[src/rtl/shift_seq_32.sv]
// Multi-cycle right-shift sequencer. A single-step shifter is applied once
// per cycle until the requested amount has been shifted out, which trades
// latency (shamt+1 cycles) for the area of a full barrel shifter.
`timescale 1ns/1ps

// Single-step right shifter: passes x through, or shifts it right by one
// position with zero or sign fill.
module shifter_32 (
    input  logic [31:0] x,
    input  logic        shamt,
    input  logic        arith,
    output logic [31:0] z
);
    logic [31:0] shr;

    // Lower bits take their left neighbour; nothing wraps around.
    generate
        for (genvar gi = 0; gi < 31; gi++) begin : g_step
            assign shr[gi] = x[gi+1];
        end
    endgenerate

    // Top bit is the sign for arithmetic shifts, zero otherwise.
    assign shr[31] = arith & x[31];
    assign z       = shamt ? shr : x;
endmodule

module shift_seq_32 #(
    parameter int DATA_W = 32,  // must stay 32: tied to shifter_32
    parameter int CNT_W  = 5
) (
    input  logic              clk,
    input  logic              rst,
    input  logic              start,
    input  logic [DATA_W-1:0] x,
    input  logic [CNT_W-1:0]  shamt,
    input  logic              arith,
    output logic              busy,
    output logic              done,
    output logic [DATA_W-1:0] z
);
    typedef enum logic [1:0] {
        IDLE  = 2'd0,
        SHIFT = 2'd1,
        DONE  = 2'd2
    } state_t;

    state_t            state_reg, state_next;
    logic [DATA_W-1:0] data_reg,  data_next;
    logic [CNT_W-1:0]  cnt_reg,   cnt_next;
    logic              arith_reg, arith_next;
    logic [DATA_W-1:0] z_reg,     z_next;
    logic [DATA_W-1:0] step_z;

    // One-position step applied to the working register every SHIFT cycle.
    shifter_32 u_step (
        .x     (data_reg),
        .shamt (1'b1),
        .arith (arith_reg),
        .z     (step_z)
    );

    // State and datapath registers; reset aborts any operation in flight.
    always_ff @(posedge clk) begin
        if (rst) begin
            state_reg <= IDLE;
            data_reg  <= '0;
            cnt_reg   <= '0;
            arith_reg <= 1'b0;
            z_reg     <= '0;
        end else begin
            state_reg <= state_next;
            data_reg  <= data_next;
            cnt_reg   <= cnt_next;
            arith_reg <= arith_next;
            z_reg     <= z_next;
        end
    end

    // Next-state and datapath updates. z is loaded with the final value on
    // the edge that enters DONE, so it is already valid while done is high.
    always_comb begin
        state_next = state_reg;
        data_next  = data_reg;
        cnt_next   = cnt_reg;
        arith_next = arith_reg;
        z_next     = z_reg;
        case (state_reg)
            IDLE, DONE: begin
                // DONE accepts a new request just like IDLE (back-to-back).
                state_next = IDLE;
                if (start) begin
                    data_next  = x;
                    cnt_next   = shamt;
                    arith_next = arith;
                    if (shamt == '0) begin
                        state_next = DONE;
                        z_next     = x;
                    end else begin
                        state_next = SHIFT;
                    end
                end
            end
            SHIFT: begin
                // cnt is at least 1 here, so the decrement never wraps.
                data_next = step_z;
                cnt_next  = cnt_reg - CNT_W'(1);
                if (cnt_reg == CNT_W'(1)) begin
                    state_next = DONE;
                    z_next     = step_z;
                end
            end
            default: begin
                state_next = IDLE;
            end
        endcase
    end

    assign busy = (state_reg == SHIFT);
    assign done = (state_reg == DONE);
    assign z    = z_reg;
endmodule

[config.mk]
export PLATFORM = sky130hd
export DESIGN_NAME = shift_seq_32
export DESIGN_NICKNAME = d
export VERILOG_FILES = /design/src/rtl/shift_seq_32.sv
export SDC_FILE = /design/constraint.sdc
export NUM_CORES = 1
export LEC_CHECK = 0
export CAP_MARGIN = 10
export CELL_PAD_IN_SITES_DETAIL_PLACEMENT = 1
export CELL_PAD_IN_SITES_GLOBAL_PLACEMENT = 2
export CORE_MARGIN = 2
export CORE_UTILIZATION = 34
export DETAILED_ROUTE_END_ITERATION = 12
export HOLD_SLACK_MARGIN = 0.02
export PLACE_DENSITY_LB_ADDON = 0.1
export SYNTH_ARGS = -nofsm -noshare
export SYNTH_HDL_FRONTEND = slang
export SYNTH_HIERARCHICAL = 1
export SYNTH_SLANG_ARGS = --single-unit
export TNS_END_PERCENT = 30
[constraint.sdc]
create_clock -name clk -period 5.35 [get_ports clk]
set_clock_uncertainty 0.15 [all_clocks]
set_input_delay 0.535 -clock clk [delete_from_list [all_inputs] [get_ports clk]]
set_output_delay 0.535 -clock clk [all_outputs]
set_load 0.1 [all_outputs]
Word-level counts from Yosys, hierarchy flattened
Index checks and enable logic that the tools add are counted.
{ "totals": {"register_bits": 72, "latchBits": 0, "romBits": 0, "output_inout_bits": 34, "n_memories": 0, "mem_bits_rw": 0} }
{ "classes": {"n_eq_ne": 6, "n_shift": 0, "addsub": 1, "bitwise": 1, "div": 0, "magnitude_cmp": 0, "reduce_logical": 7, "multipliers": 0, "muxes": 12} }
{ "ops": {"columns": ["op", "n"], "rows": [
  ["2-to-1 mux 32 bit", 4],
  ["case mux 32 bit (2 select lines)", 2],
  ["case mux 5 bit (2 select lines)", 1],
  ["2-to-1 mux 2 bit", 3],
  ["== test 5 x 1 -> 1 bit, second input constant", 1],
  ["zero test 5 bit", 1],
  ["2-to-1 mux 5 bit", 1],
  ["subtractor 5 x 1 -> 5 bit, second input constant", 1],
  ["!= test 2 bit, second input constant", 2],
  ["case mux 2 bit (2 select lines)", 1],
  ["AND reduction 2 bit", 2],
  ["AND reduction 4 bit", 1],
  ["== test 2 x 1 -> 1 bit, second input constant", 1],
  ["== test 2 bit, second input constant", 1],
  ["zero test 2 bit", 1],
  ["!= test 2 x 1 -> 1 bit, second input constant", 1],
  ["nonzero test 2 bit", 1],
  ["OR reduction 2 bit", 1],
  ["AND 1 bit", 1]
]} }

Longest topological paths before layout
Gate-level depths: netlist of the first run.
{ "logic_depth": {"depth_word": 4, "mapped_depth": 8, "mapped_depth_nobuf": 6} }

By module
The synthesis of the first run kept the hierarchy.
{ "by_module_without_submodules": {"columns": ["mod", "n_inst", "area_each_um2", "cells_each"], "rows": [
  ["shift_seq_32", 1, 3264.4, 370],
  ["shifter_32", 1, 540.5, 37]
]} }

Worst setup path after synthesis of the first run
Ideal clock, no wire load.
{ "synth_timing": {"kind": "register to output", "startpoint": "reg state_reg[1]", "endpoint": "out busy", "n_path_buf": 2, "required_time_ns": 4.665, "t_arrival_ns": 1.668, "stages_incl_launch_ff": 5, "slack_ns": 2.997, "path_cell_list": "dfxtp_1 > nand2b_1 > clkbuf_1 > inv_1 > clkbuf_1"} }
{ "synth_between": {"elab_chain_cells": 1} }
{ "synth_lines": {"columns": ["item", "line", "source"], "rows": [
  ["from (decl)", "48", "state_t state_reg, state_next;"],
  ["from (signal assigned)", "72", "state_reg <= state_next;"],
  ["== test 2 x 1 -> 1 bit", "119", "assign busy = (state_reg == SHIFT);"],
  ["to (decl)", "38", "output logic busy,"]
]} }
Every way passes these cells.

Worst setup path after layout of the first run
{ "layout_timing": {"startpoint": "reg state_reg[0]", "endpoint": "out busy"} }
Same word-level chain as after synthesis.

==> run summary, run 1 <==
Post-synth EDFFs: 0
WHS Path Cells: 2
Worst reg2reg endpoint: z[2]
Logic pwr share: 0.269
DRC Markers: 0
Arrival time worst endpoint: 2.51 ns
DP HPWL: 5.923 mm
Clk buf depth: 2
Worst setup EP type: primary output
Largest net degree at the start of global routing: 70
Worst setup SP type: flip-flop
Crit path kind: flip-flop to primary output
1st-pass router iterations: 3
Power Internal: 0.0009117 W
Die ar.: 12050 sq um
Yosys cell types: 32
I/O pin count: 75
Post-synth net total: 450
Clock-pin slew on the worst setup and hold paths: 0.07 ns
Net Sw Frac: 0.3259
Adder-cell area share of the yosys netlist: 0.006577
Switch Pwr: 0.0004408 W
Multiplexer share of the synthesized area: 0.2177
Via density: 5.084
Tmin final: 3.199 ns
Commonest non-fill, non-tap cell in the layout: nand2_1
Status: complete, no violations
# port buffers: 74
Xor and xnor area share after synthesis: 0
Dominant cell type by area after synthesis: dfxtp_1
Mapped Avg Cell Area: 9.349 sq um
Clk Latency, worst-skew pair: 0.34 ns
GP Congestion: 0.7216
Mapped Cells: 407
Max-Cap Viols: 0
Num CTS Buffers: 9
Ys flop type: dfxtp_1
Max rail drop VDD: 0.0001460 V
CTS resizes: 0
Area of the mapped netlist: 3805 sq um
Min-delay worst type: flip-flop to flip-flop
CTS tree: done
Initial Utilization: 0.3495
Global-route wire length before repair: 15.86 mm
Achievable Freq: 312.6 MHz
Sink Count: 72
Yosys reg bits: 72
Synth top area cells: dfxtp_1 38%, mux2_4 11%, mux2_2 10%
Sequential cell area fraction in the yosys report: 0.3788
Core Area: 10890 sq um
DR WL/cell: 15.43 microns
Most frequent cells in the layout: 98 x nand2_1, 73 x clkdlybuf4s50_1, 72 x dfxtp_1, 38 x nor2_1, 37 x a21oi_1
Via count: 3076
DR iter-0 viols: 121
Ys async rst share: 0
Core Rows: 38
CTS Hold Bufs: 0
Clk network pwr share: 0.288
Sequential share of power: 0.443
Finished Cell Area: 4713 sq um
# Post-CTS Setup Buffers: 0
Total track usage: 0.1682
Max Transition Viols Final: 0
Wirelength, routed: 9.337 mm
Post-synthesis simple-gate area fraction: 0.1552
Root Buffer: clkbuf_8
Share of the synthesized area in the top cell type: 0.3788
LEAKAGE: 1.737 nW
Vias in the first global route: 3283
Die height: 109.8 microns
Cell Area, Placed: 4547 sq um
DRT antenna net count: 0
Grt total ovfl: 0
P&R area growth vs syn: 23.87%
Fillcell total: 1243
Final Hold Viols: 0
# setup viols final: 0
DIE WIDTH: 109.8 microns
Worst endpoint required time: 4.66 ns
NumNets Final: 504
Worst slew pin tran: 1.002 ns
Largest family of logic cells by synthesized area: multiplexers
Critical Path Fanout Max: 69
Antenna diodes: 0
R2R depth: 6
Reg-to-reg slack, setup: 2.85 ns
Slew margin rel.: 0.3298
Power per cell area: 287.0 nW/um^2
Hold Path Origin: z[26]
Ys Warns: 6
Synth Area in Compound Gates: 0.1779
Fin crit share: 0.5980
Layout cells sized above 1: 0.2215
WHS Endpoint: z[26]
H-tree depth: 3
Initial antenna violation count: 0
RSZ-0062 raised after global routing: no
Reg2Reg Launch Point: cnt_reg[0]
Setup TNS: 0 ns
==> cell usage after synthesis (all sizes together), types with 2 or more instances <==
cell and n:
o31ai 2, nand2 98, dfxtp 72, nor3 2, inv 4, nor2 38
or4b 2, a211oi 2, a21oi 37, mux2 63, a311oi 32, clkbuf 22
buf 14, ha 2, or3 2, o21ai 2, nor2b 4
==> power groups by stage <==
stage / logic, W / registers, W / clock network, W
6_report: 0.000364 / 0.000599 / 0.000390
5_1_grt: 0.000394 / 0.000604 / 0.000434
4_1_cts: 0.000368 / 0.000599 / 0.000411
3_5_place_dp: 0.000366 / 0.000612 / 0
3_3_place_gp: 0.000361 / 0.000610 / 0
2_1_floorplan: 0.000203 / 0.000684 / 0
==> per-layer routing <==
metal,share of wire,vias up,GRT usage,wire (microns)
met4,0.0087,0,0.05154,81
met2,0.49,52,0.2984,4615
met1,0.46,1492,0.1986,4262
li1,-,1524,-,-
met5,0,-,0,0
met3,0.040,8,0.04090,378
==> logic make-up after synthesis <==
family          count (synthesis)
other cells                     1
mux                            64
flops                          72
compound gates                 80
fa+ha+maj                       2
simple gates                  148
buf+inv                        40
==> stage by stage <==
stage                     setup WS, ns  cells   power, W  hold WS [ns]    util
after global placement           2.422    590  0.0009708        0.3305  0.4176
after floorplan                  2.997    407  0.0008872        0.3104       -
after detailed placement         2.348    590  0.0009780        0.3451  0.4176
final                            2.151    605   0.001352        0.3521  0.4329
after global routing             1.994    605   0.001432        0.3860  0.4329
after CTS                        2.083    605   0.001377        0.3594  0.4329
==> critical path, cell delays in order, from the launching register on <==
cell and delay, ns:
dfxtp_1 0.36, nand2b_2 0.08, buf_4 0.59, inv_1 0.13, clkdlybuf4s50_1 1.00
==> layout make-up <==
cell class	instances	area [sq um]	area share
clock buffer	15	166.4	0.03531
inverter	4	15.01	0.003186
multi-input combinational	295	2142	0.4545
sequential	72	1441	0.3058
tap	140	175.2	0.03716
timing repair buffer	79	773.2	0.1641
==> worst max-delay path by stage <==
| stage | end | start | slack (ns) | cells past startpoint |
|---|---|---|---|---|
| 6_report | busy | state_reg[0] | 2.15 | 4 |
| 5_1_grt | busy | state_reg[0] | 1.99 | 4 |
| 4_1_cts | busy | state_reg[0] | 2.08 | 4 |
| 3_5_place_dp | z[2] | shamt[0] | 2.35 | 6 |
| 3_3_place_gp | z[28] | shamt[0] | 2.42 | 6 |
| 2_1_floorplan | busy | state_reg[1] | 3.00 | 4 |
Note: power is estimated with default switching activity, not from simulation.
==> run 2, diff against run 1 <==
--- a/config.mk
+++ b/config.mk
@@ -9,7 +9,7 @@
 export CELL_PAD_IN_SITES_DETAIL_PLACEMENT = 1
 export CELL_PAD_IN_SITES_GLOBAL_PLACEMENT = 2
 export CORE_MARGIN = 2
-export CORE_UTILIZATION = 34
+export CORE_UTILIZATION = 29
 export DETAILED_ROUTE_END_ITERATION = 12
 export HOLD_SLACK_MARGIN = 0.02
 export PLACE_DENSITY_LB_ADDON = 0.1
==> constraint.sdc (replaced) <==
create_clock -name clk -period 2.92 [get_ports clk]
set_clock_uncertainty 0.15 [all_clocks]
set_input_delay 0.292 -clock clk [delete_from_list [all_inputs] [get_ports clk]]
set_output_delay 0.292 -clock clk [all_outputs]
set_load 0.1 [all_outputs]
==> run 2 against run 1 <==
Via count up 1.6%. Core utilization is 5.0 points lower. Die area is 17% higher. Cell area up 3.3%. Clock-buffer cell count down 2. Highest routed layer unchanged. Worst setup slack lost 1.4 ns. Sequential share of layout area is 0.97 points lower.
==> run summary, run 2 (synthesis results as in run 1) <==
Crit path kind: flip-flop to flip-flop
I/O pin count: 75 (unchanged)
DP HPWL: 6.143 mm (+3.7%)
Critical Path Fanout Max: 65 (-5.8%)
CTS tree: done
Grt total ovfl: 0 (unchanged)
Achievable Freq: 456.2 MHz
H-tree depth: 3 (unchanged)
# setup viols final: 0 (unchanged)
Core Area: 12720 sq um (+17%)
Critical Path Max Stage Delay: 0.52 ns (-0.48 ns)
Most frequent cells in the layout: 98 x nand2_1, 72 x dfxtp_1, 39 x clkdlybuf4s50_1, 38 x nor2_1
# port buffers: 74 (unchanged)
Max rail drop VDD: 0.0003162 V (+120%)
Global-route wire length before repair: 16.71 mm (+5.4%)
Initial antenna violation count: 0 (unchanged)
Final Worst Setup Slack: 0.7281 ns (-1.423 ns)
Commonest non-fill, non-tap cell in the layout: nand2_1
Arrival time worst endpoint: 2.30 ns (-0.21 ns)
Initial Utilization: 0.2991 (-0.05038)
Min-delay worst type: primary input to flip-flop
Slowest stage cell, crit path: or4b_1
LEAKAGE: 1.894 nW (+9.1%)
Root Buffer: clkbuf_16
Num CTS Buffers: 9 (unchanged)
Switch Pwr: 0.0008865 W (+100%)
Die ar.: 14050 sq um (+17%)
Clk network pwr share: 0.390 (+0.102)
Sequential share of power: 0.377 (-0.066)
Clk Latency, worst-skew pair: 0.34 ns (about the same)
Total track usage: 0.1495 (-0.01870)
GP Congestion: 0.6663 (-7.7%)
NumNets Final: 506 (+0.40%)
Via count: 3126 (+1.6%)
Final Hold Viols: 0 (unchanged)
P&R area growth vs syn: 27.92%
Top delay family on crit path: simple AND/OR/NAND/NOR gates
1st-pass router iterations: 4 (+1)
# Post-CTS Setup Buffers: 0 (unchanged)
Reg area: 1441 sq um (unchanged)
Worst setup SP type: flip-flop
Worst path cell trace: ha_1 -> or4b_1 -> o22ai_4 -> buf_12 -> nor2_1 -> a311oi_2
Core Rows: 41 (+7.9%)
Power Internal: 0.002030 W (+120%)
DIE WIDTH: 118.5 microns (+8.0%)
Sink Count: 72 (unchanged)
Vias in the first global route: 3279 (-0.12%)
Status: complete, no violations
Multi-input logic area: 2142 sq um (unchanged)
DRT antenna net count: 0 (unchanged)
Buf/Inv on CP: 1 (-2)
Wirelength, routed: 10.07 mm (+7.9%)
Antenna diodes: 0 (unchanged)
Tmin final: 2.192 ns
DRC Markers: 0 (unchanged)
Util after Layout: 0.3826 (-0.05032)
Max Transition Viols Final: 0 (unchanged)
Pre-CTS setup slack: 0.5138 ns (-1.834 ns)
DR WL/cell: 15.74 microns (+2.0%)
CTS Hold Bufs: 0 (unchanged)
Fillcell total: 1504 (+21%)
Layout cells sized above 1: 0.3034 (+0.08191)
Net Sw Frac: 0.3040 (-0.02193)
Worst setup EP type: flip-flop
Die height: 118.5 microns (+8.0%)
RSZ-0062 raised after global routing: no
Fin crit share: 0.7507
Max-Cap Viols: 0 (unchanged)
Power per cell area: 599.2 nW/um^2 (+110%)
DR iter-0 viols: 144 (+19%)
Setup TNS: 0 ns (unchanged)
Worst endpoint required time: 3.03 ns (-1.63 ns)
Clock-pin slew on the worst setup and hold paths: 0.06 ns (about the same)
Logic pwr share: 0.233 (-0.036)
CTS resizes: 0 (unchanged)
Via density: 4.884 (-3.9%)
Largest net degree at the start of global routing: 73 (+4.3%)
Clk buf depth: 2 (unchanged)
[run 2: layout make-up]
type | instances | area share
clock buffer | 13 | 0.05347
clock inverter | 3 | 0.008226
inverter | 4 | 0.003085
multi-input combinational | 295 | 0.4401
sequential | 72 | 0.2961
tap | 172 | 0.04422
timing repair buffer | 81 | 0.1548
[run 2: through the flow]
stage                     cells  total power [W]  hold WS (ns)  cell area (sq um)
after global routing        640         0.003066        0.3430               4867
final                       640         0.002916        0.3196               4867
after detailed placement    624         0.001806        0.3450               4567
after floorplan             407         0.001626        0.2892               3805
after global placement      624         0.001795        0.3269               4567
after CTS                   640         0.002959        0.3181               4867
[run 2: metal layers]
layer | up-vias | track usage | routed length [microns] | share of wire
li1 | 1538 | - | - | -
met1 | 1520 | 0.1802 | 4691 | 0.47
met4 | 0 | 0.05357 | 204 | 0.020
met2 | 54 | 0.2500 | 4778 | 0.47
met3 | 14 | 0.04633 | 399 | 0.040
met5 | - | 0 | 0 | 0
[run 2: power groups by stage]
| stage | Clock (W) | Combinational [W] | Sequential, W |
|---|---|---|---|
| after floorplan | 0 | 0.000373 | 0.00125 |
| after global placement | 0 | 0.000676 | 0.00112 |
| after detailed placement | 0 | 0.000684 | 0.00112 |
| after CTS | 0.00117 | 0.000687 | 0.00110 |
| after global routing | 0.00122 | 0.000735 | 0.00111 |
| final | 0.00114 | 0.000680 | 0.00110 |
[run 2: final timing paths]
kind | from | end | slack [ns] | cells past startpoint
hold reg to reg | z[24] | z[24] | 0.35 | 2
hold / removal | rst | data_reg[14] | 0.32 | 3
setup reg to reg | cnt_reg[0] | z[21] | 0.73 | 6
setup / recovery | cnt_reg[0] | z[21] | 0.73 | 6
[run 2: worst register-to-register path: cells and delay by family (launching register included)]
| family | cells | cell delay, ns |
|---|---|---|
| AND/OR/NAND/NOR | 2 | 0.63 |
| AO/OA/AOI/OAI | 2 | 0.44 |
| buffers and inverters | 1 | 0.33 |
| adder cells (fa/ha/maj) | 1 | 0.16 |
| flip-flops | 1 | 0.39 |
==> run 3, diff against run 2 <==
==> constraint.sdc (replaced) <==
create_clock -name clk -period 1.76 [get_ports clk]
set_clock_uncertainty 0.15 [all_clocks]
set_input_delay 0.176 -clock clk [delete_from_list [all_inputs] [get_ports clk]]
set_output_delay 0.176 -clock clk [all_outputs]
set_load 0.1 [all_outputs]
==> run 3 against run 2 <==
The flow now finishes with violations (negative setup slack). Clock power increased by 55%. Cell area rose by 17%. Register-to-register slack lost 1.1 ns. Critical path depth increased by 2. Clock-buffer cell count unchanged. Core utilization grew 6.3 points. Critical endpoint is now z[30]. Combinational power is 99% higher. Cell count increased by 4.2%. Non-clock buffer count grew 27.
==> run summary, run 3 (synthesis results as in run 1) <==
Status: complete, but fails checks
Failing checks: negative setup slack
LEAKAGE: 2.182 nW (+15%)
DP HPWL: 6.929 mm (+13%)
NumNets Final: 533 (+5.3%)
Slowest stage cell, crit path: or4b_4
Final Worst Setup Slack: -0.3557 ns (-1.084 ns)
Total track usage: 0.1517 (+0.002165)
Reg area: 1444 sq um (+0.17%)
Die height: 118.5 microns (unchanged)
Grt total ovfl: 0 (unchanged)
Antenna diodes: 0 (unchanged)
Sink Count: 72 (unchanged)
Clk buf depth: 2 (unchanged)
Tmin final: 2.116 ns (-0.07618 ns)
Achievable Freq: 472.7 MHz (+3.6%)
Initial Utilization: 0.2991 (unchanged)
R2R depth: 8 (+2)
Min-delay worst type: primary input to flip-flop
Crit path kind: flip-flop to flip-flop
Arrival time worst endpoint: 2.17 ns (-0.13 ns)
Core Rows: 41 (unchanged)
Pwr Total: 0.004965 W (+70%)
I/O pin count: 75 (unchanged)
Top delay family on crit path: buffers and inverters
Worst path cell trace: inv_2 -> ha_4 -> or4b_4 -> o22ai_4 -> buf_6 -> buf_6 -> clkbuf_16 -> a311oi_1
Multi-input logic area: 2201 sq um (+2.7%)
Global-route wire length before repair: 17.07 mm (+2.1%)
DR iter-0 viols: 121 (-16%)
1st-pass router iterations: 4 (unchanged)
GP Congestion: 0.7441 (+12%)
Worst endpoint required time: 1.81 ns (-1.22 ns)
Critical Path Max Stage Delay: 0.48 ns (-0.04 ns)
Max Transition Viols Final: 0 (unchanged)
Fillcell total: 1473 (-2.1%)
Via density: 4.967 (+1.7%)
CP dominant cell by count: buf_6
Core Area: 12720 sq um (unchanged)
Logic depth of the worst path, buffers included: 8 (+2)
Worst setup SP type: flip-flop
Die ar.: 14050 sq um (unchanged)
Max rail drop VDD: 0.0003243 V (+2.6%)
DIE WIDTH: 118.5 microns (unchanged)
Cell Area, Placed: 5132 sq um (+12%)
Util after Layout: 0.4457 (+0.06314)
Largest net degree at the start of global routing: 73 (unchanged)
CTS tree: done
Most frequent cells in the layout: 98 x nand2_1, 70 x dfxtp_1, 43 x buf_12, 39 x clkdlybuf4s50_1, 37 x a21oi_1
Buf/Inv on CP: 4 (+3)
P&R area growth vs syn: 49.03%
Vias in the first global route: 3419 (+4.3%)
DRT antenna net count: 0 (unchanged)
CTS Hold Bufs: 0 (unchanged)
Clk Latency, worst-skew pair: 0.34 ns (about the same)
Finished Cell Area: 5670 sq um (+17%)
Commonest non-fill, non-tap cell in the layout: nand2_1
RSZ-0062 raised after global routing: yes
Power per cell area: 875.6 nW/um^2 (+46%)
Initial antenna violation count: 0 (unchanged)
Wirelength, routed: 11.40 mm (+13%)
Fin crit share: 1.202 (+0.4515)
DR WL/cell: 17.09 microns (+8.6%)
Max-Cap Viols: 0 (unchanged)
Via count: 3313 (+6.0%)
WHS Path Cells: 3 (unchanged)
Num CTS Buffers: 9 (unchanged)
Critical Path Fanout Max: 8 (-88%)
Layout cells sized above 1: 0.3717 (+0.06830)
Clock-pin slew on the worst setup and hold paths: 0.06 ns (about the same)
# port buffers: 74 (unchanged)
DRC Markers: 0 (unchanged)
Root Buffer: clkbuf_16
Final Hold Viols: 0 (unchanged)
# setup viols final: 33 (+33)
Worst setup EP type: flip-flop
H-tree depth: 3 (unchanged)
==> run 3: changes by cell type in the layout (fill, tap and decap cells not counted), sizes merged <==
cell / change
buf: +24
clkbuf: +3
clkinv: +1
bufinv: -1
==> run 3: power breakdown <==
group | total [W] | switching, W | internal [W]
clock network | 0.00177 | 0.000709 | 0.00106
logic | 0.00135 | 0.000729 | 0.000625
registers | 0.00184 | 0.0000950 | 0.00174
==> run 3: metal layers <==
| layer | share of wire | global-route usage |
|---|---|---|
| met3 | 0.031 | 0.03089 |
| met1 | 0.47 | 0.1820 |
| met2 | 0.48 | 0.2583 |
| met4 | 0.021 | 0.07143 |
| met5 | 0 | 0 |
==> run 3: metrics by stage <==
step	hold WS [ns]	instances	setup WS (ns)	setup TNS, ns
after CTS	0.2104	656	-0.3203	-8.572
after global routing	0.2456	667	-0.3993	-12.34
after global placement	0.3280	640	-0.4250	-17.58
final	0.2135	667	-0.3557	-10.48
after detailed placement	0.3370	640	-0.4681	-19.42
after floorplan	0.1732	407	-0.1564	-3.604
==> run 3: what timing repair did <==
item	4_1_cts	5_1_grt
gates cloned	0	4
pin swaps	3	13
gates resized for setup	6	17
endpoints found under the setup margin	34	34
setup buffers	0	7
==> run 3: cell type report <==
cell class / instances / area share
multi-input cells: 295 / 0.3881
repair buffers: 108 / 0.2659
flip-flops and latches: 72 / 0.2546
clock buffers: 13 / 0.04766
well taps: 172 / 0.03795
inverters: 4 / 0.003089
clock inverters: 3 / 0.002648
==> run 3: final timing paths <==
path         startpoint            to  slack [ns]
max          cnt_reg[1]         z[30]       -0.36
min                 rst  data_reg[15]        0.21
max reg2reg  cnt_reg[1]         z[30]       -0.36
min reg2reg   arith_reg     arith_reg        0.35
==> run 3: worst reg2reg max path: stages (launching register included) <==
cell and delay (ns):
dfxtp_2 0.32, inv_2 0.07, ha_4 0.13, or4b_4 0.48, o22ai_4 0.27, buf_6 0.18
buf_6 0.13, clkbuf_16 0.17, a311oi_1 0.09
==> patch: new RTL, flow settings as in run 3 <==
`CNT_W`: 5 -> 4.
--- a/src/rtl/shift_seq_32.sv
+++ b/src/rtl/shift_seq_32.sv
@@ -29,3 +29,3 @@
     parameter int DATA_W = 32,  // must stay 32: tied to shifter_32
-    parameter int CNT_W  = 5
+    parameter int CNT_W  = 4
 ) (
Ports: changed (resized shamt); port bits go from 75 to 74. The function was not compared with the original's and may differ.
==> patch against run 3 <==
Critical path type is now register to output port. Critical path depth fell by 5. Routed wire length decreased by 5.2%. Non-clock buffer count shrank 20. Area after synthesis down 3.1%. Sequential cell count shrank 1. Die area fell by 3.0%. Setup slack better by 0.44 ns. Cell area fell by 8.9%. Total power decreased by 1.5%. First-iteration DRC count decreased by 23%. Largest cell class unchanged.
==> patch: results (changes against run 3) <==
status:
  status: "complete, no violations"
yosys:
  synth_nets: 415  # -7.8%
  synthDistinctLibCells: 37  # +16%
  synthTopCellsByArea: "dfxtp_1 (39%), mux2_4 (12%), o221a_2 (8.9%), a311oi_1 (7.8%), nand2_1 (7.2%)"
  synth_common_cells: "dfxtp_1 (71), nand2_1 (71), a21oi_1 (34)"
  yosysSeqAreaShare_pct: 38.5  # +0.67 points
  synth_area_per_cell_um2: 9.89  # +5.7%
placement:
  placed_cell_area_mm2: 0.00489  # -4.7%
  place_ws_ns: -0.144  # +0.324 ns
  dp.cells: 593  # -7.3%
  hpwl_mm: 6.86  # -0.93%
  place.gp.congestion: 0.708  # -4.9%
global_route:
  grt_pass1_vias: 3376  # -1.3%
  met1_usage_pct: 21.9  # +3.7 points
  grt_max_degree: 72  # -1.4%
  grt_use_met3_pct: 3.63  # +0.54 points
  grt_pass1_wl_mm: 17.6  # +3.0%
  groute.usage.overall_pct: 16.5  # +1.4 points
layout:
  nFillCells: 1424  # -3.3%
  final_layout_size_suffix_gt1_share_pct: 29.6  # -7.6 points
  nNetsFinal: 474  # -11%
setup_path:
  timing.rr.end: "z[9]"
  crit_fanout: 33  # +25
  reg2reg_setup_slack_ns: 0.11  # +0.47 ns
  crit_slowest_cell: "dfxtp_1"
  worstRegToRegCells: 6  # -2
  cpPeakStageDelay_ns: 0.33  # -0.15 ns
  setup.worst_path.end: "done"
detailed_routing:
  via_per_inst: 5.23  # +5.4%
  wl_per_cell_um: 17.8  # +4.0%
  routed_wl_mm: 10.8  # -5.2%
  first_iter_violations: 93  # -23%
sta:
  period_minus_slack_ns: 1.68  # -0.438 ns
pwr:
  peakVddDrop_mv: 0.450  # +39%
  p_leak_uw: 0.00194  # -11%
clock_tree:
  cts.repair.resized: 2  # -4
## patch: per-layer routing
| layer | share of wire (%) | vias to the layer above | wire, um |
|---|---|---|---|
| li1 | - | 1520 | - |
| met1 | 48 | 1589 | 5190 |
| met2 | 47 | 60 | 5080 |
| met3 | 3.8 | 13 | 410 |
| met4 | 1.2 | 0 | 126 |
| met5 | 0 | - | 0 |
## patch: power groups by stage
stage | combinational (uW) | clock, uW | sequential (uW)
global route | 1450 | 1780 | 1900
global placement | 1340 | 0 | 1910
finish | 1360 | 1650 | 1880
floorplan | 630 | 0 | 2160
CTS | 1360 | 1710 | 1880
detailed placement | 1350 | 0 | 1910
## patch: logic make-up (layout without fill, tap and decap cells)
| group | Yosys count | after routing | synth area share (%) |
|---|---|---|---|
| and+or+nand+nor | 116 | 116 | 16.6 |
| other | 1 | 1 | 0.102 |
| DFF | 71 | 71 | 38.5 |
| AOI/OAI and AO/OA | 107 | 107 | 24.1 |
| muxes | 31 | 31 | 12.4 |
| adders and majority gates | 2 | 2 | 0.679 |
| buffers and inverters | 45 | 108 | 7.53 |
## patch: final cells by class
cell class                 count  area, um^2  area share (%)
inverter                       5        18.8           0.363
sequential                    71        1420            27.5
timing repair buffer          88        1240            24.1
clock inverter                 1        5.00          0.0969
multi-input combinational    257        2010            38.8
tap                          172         215            4.17
clock buffer                  14         254            4.92
## patch: worst min path at each step
| stage | start | endpoint | slack [ns] |
|---|---|---|---|
| after floorplan | arith | arith_reg | 0.16 |
| after global placement | arith_reg | arith_reg | 0.30 |
| after detailed placement | arith_reg | arith_reg | 0.30 |
| after CTS | rst | arith_reg | 0.20 |
| after global routing | rst | arith_reg | 0.23 |
| final | rst | arith_reg | 0.21 |
